==> src/rtl/b06_multi_ctrl.sv <==
// b06_multi_ctrl: round-robin multi-channel compare/acknowledge controller.
// Define B06_MULTI_CTRL_TIMEOUT_EN to build in the S_COUNT timeout and sticky TMO_ERR flag.
module b06_multi_ctrl #(
  parameter int unsigned NCH       = 4,
  parameter int unsigned CHW       = $clog2(NCH),
  parameter int unsigned TMO_LIMIT = 200
) (
  input  logic           clock,
  input  logic           RESET_G,
  input  logic [NCH-1:0] EQL,
  input  logic           CONT_EQL,
  output logic [CHW-1:0] CC_MUX,
  output logic [1:0]     USCITE,
  output logic           ENABLE_COUNT,
  output logic           ACKOUT,
  output logic           BUSY,
  output logic           TMO_ERR
);

  // Encoding doubles as the USCITE phase code.
  typedef enum logic [1:0] {
    StIdle  = 2'b00,
    StSel   = 2'b01,
    StCount = 2'b10,
    StAck   = 2'b11
  } state_e;

  state_e         state_q;
  logic [CHW-1:0] ch_q;
  logic [CHW-1:0] ptr_q;
  logic [CHW-1:0] ptr_next;
  logic [CHW-1:0] win_idx;
  logic           win_found;
  int unsigned    scan;

  // First requesting channel at or above ptr_q, wrapping past NCH-1.
  always_comb begin
    win_found = 1'b0;
    win_idx   = '0;
    scan      = 0;
    for (int i = 0; i < int'(NCH); i++) begin
      scan = (int'(ptr_q) + i) % NCH;
      if (!win_found && EQL[scan[CHW-1:0]]) begin
        win_found = 1'b1;
        win_idx   = scan[CHW-1:0];
      end
    end
  end

  // NCH need not be a power of two, so wrap explicitly.
  assign ptr_next = (ch_q == CHW'(NCH - 1)) ? '0 : ch_q + 1'b1;

`ifdef B06_MULTI_CTRL_TIMEOUT_EN
  logic [15:0] tcnt_q;
`else
  assign TMO_ERR = 1'b0;
`endif

  always_ff @(posedge clock) begin
    if (RESET_G) begin
      state_q      <= StIdle;
      ch_q         <= '0;
      ptr_q        <= '0;
      CC_MUX       <= '0;
      USCITE       <= 2'b00;
      ENABLE_COUNT <= 1'b0;
      ACKOUT       <= 1'b0;
      BUSY         <= 1'b0;
`ifdef B06_MULTI_CTRL_TIMEOUT_EN
      tcnt_q       <= '0;
      TMO_ERR      <= 1'b0;
`endif
    end else begin
      unique case (state_q)
        StIdle: begin
          if (win_found) begin
            state_q <= StSel;
            ch_q    <= win_idx;
            CC_MUX  <= win_idx;
            USCITE  <= 2'b01;
            BUSY    <= 1'b1;
          end
        end
        StSel: begin
          state_q      <= StCount;
          USCITE       <= 2'b10;
          ENABLE_COUNT <= 1'b1;
`ifdef B06_MULTI_CTRL_TIMEOUT_EN
          tcnt_q       <= '0;
`endif
        end
        StCount: begin
          if (CONT_EQL) begin
            state_q      <= StAck;
            USCITE       <= 2'b11;
            ENABLE_COUNT <= 1'b0;
            ACKOUT       <= 1'b1;
`ifdef B06_MULTI_CTRL_TIMEOUT_EN
          end else if (tcnt_q == 16'(TMO_LIMIT - 1)) begin
            // Abandon this grant; CONT_EQL has priority over this branch.
            state_q      <= StIdle;
            USCITE       <= 2'b00;
            ENABLE_COUNT <= 1'b0;
            BUSY         <= 1'b0;
            TMO_ERR      <= 1'b1;
            ptr_q        <= ptr_next;
          end else begin
            tcnt_q <= tcnt_q + 16'd1;
`endif
          end
        end
        StAck: begin
          if (!EQL[ch_q]) begin
            state_q <= StIdle;
            USCITE  <= 2'b00;
            ACKOUT  <= 1'b0;
            BUSY    <= 1'b0;
            ptr_q   <= ptr_next;
          end
        end
        default: state_q <= StIdle;
      endcase
    end
  end

endmodule

==> config.mk <==
export PLATFORM = sky130hd
export DESIGN_NAME = b06_multi_ctrl
export DESIGN_NICKNAME = d
export VERILOG_FILES = /design/src/rtl/b06_multi_ctrl.sv
export SDC_FILE = /design/constraint.sdc
export NUM_CORES = 1
export LEC_CHECK = 0
export ABC_AREA = 0
export BUFFER_PORTS_ARGS = -buffer_cell sky130_fd_sc_hd__buf_2
export CAP_MARGIN = 20
export CORE_AREA = 2 2 39 41
export DETAILED_ROUTE_END_ITERATION = 8
export DIE_AREA = 0 0 41 43
export GPL_ROUTABILITY_DRIVEN = 1
export PLACE_DENSITY = 0.69
export SLEW_MARGIN = 20
export SYNTH_ARGS = -nofsm -noshare
export SYNTH_HDL_FRONTEND = slang
export SYNTH_SLANG_ARGS = --single-unit
==> constraint.sdc <==
create_clock -name clock -period 2.3 [get_ports clock]
set_clock_uncertainty 0.05 [all_clocks]
set_input_delay 0.46 -clock clock [delete_from_list [all_inputs] [get_ports clock]]
set_output_delay 0.46 -clock clock [all_outputs]
set_load 0.05 [all_outputs]
==> results.py <==
metrics = {
    "run_status": {
        "result_of_the_run": "finished, final reports clean",
    },
    "yosys": {
        "synth_top_area_share_pct": 30.2,
        "synthesis.area_sq_um": 597,
        "synth-warning-count": 0,
        "synth_area_per_cell_sq_um": 8.65,
        "synth.yosys.seq_area_share_pct": 30.2,
        "synth_edf_count": 0,
        "post-synth-top-area-cell": "sky130_fd_sc_hd__dfxtp_1",
        "synth_top_cells_by_area": "sky130_fd_sc_hd__dfxtp_1 (30%), sky130_fd_sc_hd__ha_1 (13%), sky130_fd_sc_hd__inv_1 (5.7%), sky130_fd_sc_hd__a21oi_1 (5.0%), sky130_fd_sc_hd__o31ai_1 (5.0%)",
        "synth_async_sr_flop_share_pct": 0,
        "yosys_most_used_dff": "sky130_fd_sc_hd__dfxtp_1",
        "synthesis.instances": 69,
        "yosys_register_bits": 9,
        "yosysUniqueCellTypes": 27,
        "synthesis.nets": 82,
    },
    "timing": {
        "rsz0062_at_grt": "false",
        "setup_violations": 0,
        "finalCriticalPeriod_ns": 1.73,
        "achievable-frequency_ghz": 0.577,
        "slew_viol_final": 0,
        "finalSetupTns_ns": 0,
        "hold_viol": 0,
        "final_min_period_over_clock_period_pct": 75.4,
        "hold_ws_ns": 0.439,
    },
    "final_layout": {
        "final_cell_count_no_fill": 100,
        "layout-area-overhead-vs-synth_pct": 16.8,
        "most_used_cells_in_the_layout_excluding_fill_and_tap_cells": "sky130_fd_sc_hd__buf_2 (13), sky130_fd_sc_hd__dfxtp_1 (9), sky130_fd_sc_hd__inv_1 (9)",
        "fillers": 138,
        "final_nets": 98,
        "diodes": 0,
        "layout.core_utilization_pct": 50.4,
        "drive_above_1_share_pct": 23.8,
        "final_common_cell": "sky130_fd_sc_hd__buf_2",
    },
    "clocking": {
        "post_cts_hold_buffer_count": 0,
        "clk-insertion-delay-late_ns": 0.26,
        "cts-root-to-sink-buffers": 2,
        "cts_max_level": 1,
        "cts.root.buffer_cell": "sky130_fd_sc_hd__clkbuf_4",
        "cts_tree": "done",
        "clkTransAtPathRegs_ns": 0.07,
        "post-cts-setup-buffer-count": 0,
        "post_cts_resized": 0,
        "cts_buffers": 3,
        "tritoncts_num_sinks": 9,
    },
    "critical_path": {
        "critPathKind": "flop to flop",
        "worst_setup_path_start_kind": "flop",
        "timing.critical_path.fanout_max": 5,
        "cp-end-kind": "flop",
        "timing.reg2reg.worst_path_depth": 4,
        "crit_required_ns": 2.43,
        "critical_path_arrival_ns": 1.86,
    },
    "floorplanning": {
        "start_util_pct": 43.1,
        "fp.dieArea_sq_um": 1760,
        "die_width_um": 41,
        "core-area_sq_um": 1380,
        "ios": 15,
        "floorplan.rows": 14,
        "floorplan.die.height_um": 43,
    },
    "run": {
        "maxCapViolCount": 0,
    },
    "grt": {
        "grt_usage_pct": 16.4,
        "antenna_found_initial": 0,
        "grt_pass1_vias": 478,
        "grt_start_max_net_pins": 11,
        "global_route_wire_length_before_repair_um": 1900,
        "global_route.overflow_total": 0,
    },
    "placed_design": {
        "numPortBuffers": 13,
        "post-dp-hpwl_um": 944,
        "dpl.cell_count": 96,
        "globalplace.congestion": 0.738,
    },
    "detailed_routing": {
        "antenna_left": 0,
        "detail_route.first_pass.iterations": 4,
        "drt-wirelength-per-cell_um": 12.0,
        "drt_wl_total_um": 1200,
        "detailedRoute.firstIterationViolations": 16,
        "detailroute.via_count": 547,
        "drc": 0,
        "vias_per_cell": 5.47,
    },
    "pwr": {
        "cellPowerDensity_nw_per_um2": 1270,
        "power.ir.vdd_worst_mv": 0.826,
        "leakagePower_nw": 0.307,
    },
    "min_path": {
        "holdCritPathClass": "flop to flop",
        "holdPathStages": 2,
    },
}
path summary, 6_finish.rpt:
kind                        startpoint                        end  slack (ns)
min          ENABLE_COUNT$_SDFFE_PP0P_  ENABLE_COUNT$_SDFFE_PP0P_        0.44
max               ch_q[0]$_SDFFE_PP0P_    state_q[0]$_SDFFE_PP0P_        0.57
max reg2reg       ch_q[0]$_SDFFE_PP0P_    state_q[0]$_SDFFE_PP0P_        0.57
min reg2reg  ENABLE_COUNT$_SDFFE_PP0P_  ENABLE_COUNT$_SDFFE_PP0P_        0.44
cell usage after synthesis, types with 2 or more instances:
cell type                  count
sky130_fd_sc_hd__dfxtp_1       9
sky130_fd_sc_hd__nand2b_1      3
sky130_fd_sc_hd__nand2_1       7
sky130_fd_sc_hd__o31ai_1       4
sky130_fd_sc_hd__o21ai_0       2
sky130_fd_sc_hd__nor2b_1       2
sky130_fd_sc_hd__inv_1         9
sky130_fd_sc_hd__nor2_1        3
sky130_fd_sc_hd__ha_1          6
sky130_fd_sc_hd__a221oi_1      2
sky130_fd_sc_hd__a21oi_1       6
registers in the layout (all words and copies together) (netlist names):
| register | flops |
|---|---|
| BUSY | 1 |
| ACKOUT | 1 |
| ENABLE_COUNT | 1 |
| ch_q | 2 |
| ptr_q | 2 |
| state_q | 2 |
critical path: stages, from the launching register on:
cell and delay (ns):
sky130_fd_sc_hd__dfxtp_1 0.42, sky130_fd_sc_hd__mux4_2 0.61, sky130_fd_sc_hd__a221oi_4 0.36, sky130_fd_sc_hd__o211ai_1 0.13, sky130_fd_sc_hd__o31ai_1 0.08
cells by family after synthesis:
logic type / share of synthesized area (%)
muxes: 3.77
AOI/OAI and AO/OA: 28.3
and+or+nand+nor: 17.0
buffers and inverters: 7.55
adders and majority gates: 12.6
other: 0.628
DFF: 30.2
through the flow:
step	area [sq um]	setup WS (ns)	total power, mW
2_1_floorplan	597	0.320	0.659
3_3_place_gp	671	0.467	0.763
3_5_place_dp	671	0.440	0.765
4_1_cts	697	0.566	0.897
5_1_grt	697	0.456	0.963
6_report	697	0.566	0.886
metal layers:
metal / wire (um) / part of all wire [%] / GRT usage, %
met1: 499 / 42 / 17.5
met2: 612 / 51 / 26.6
met3: 88 / 7.3 / 7.85
met4: 0 / 0 / 6.00
met5: 0 / 0 / 0
layout make-up:
class	count	area, sq um	share of cell area (%)
clock buffers	4	26.3	3.77
flip-flops and latches	9	180	25.9
inverters	9	33.8	4.85
multi-input cells	49	372	53.3
repair buffers	13	65.1	9.34
well taps	16	20.0	2.87
power breakdown:
group / internal [mW] / switching [mW] / total, mW
Sequential: 0.208 / 0.0441 / 0.252
Combinational: 0.158 / 0.350 / 0.508
Clock: 0.0670 / 0.0584 / 0.125
No activity file was read; power rests on OpenSTA's default activity.
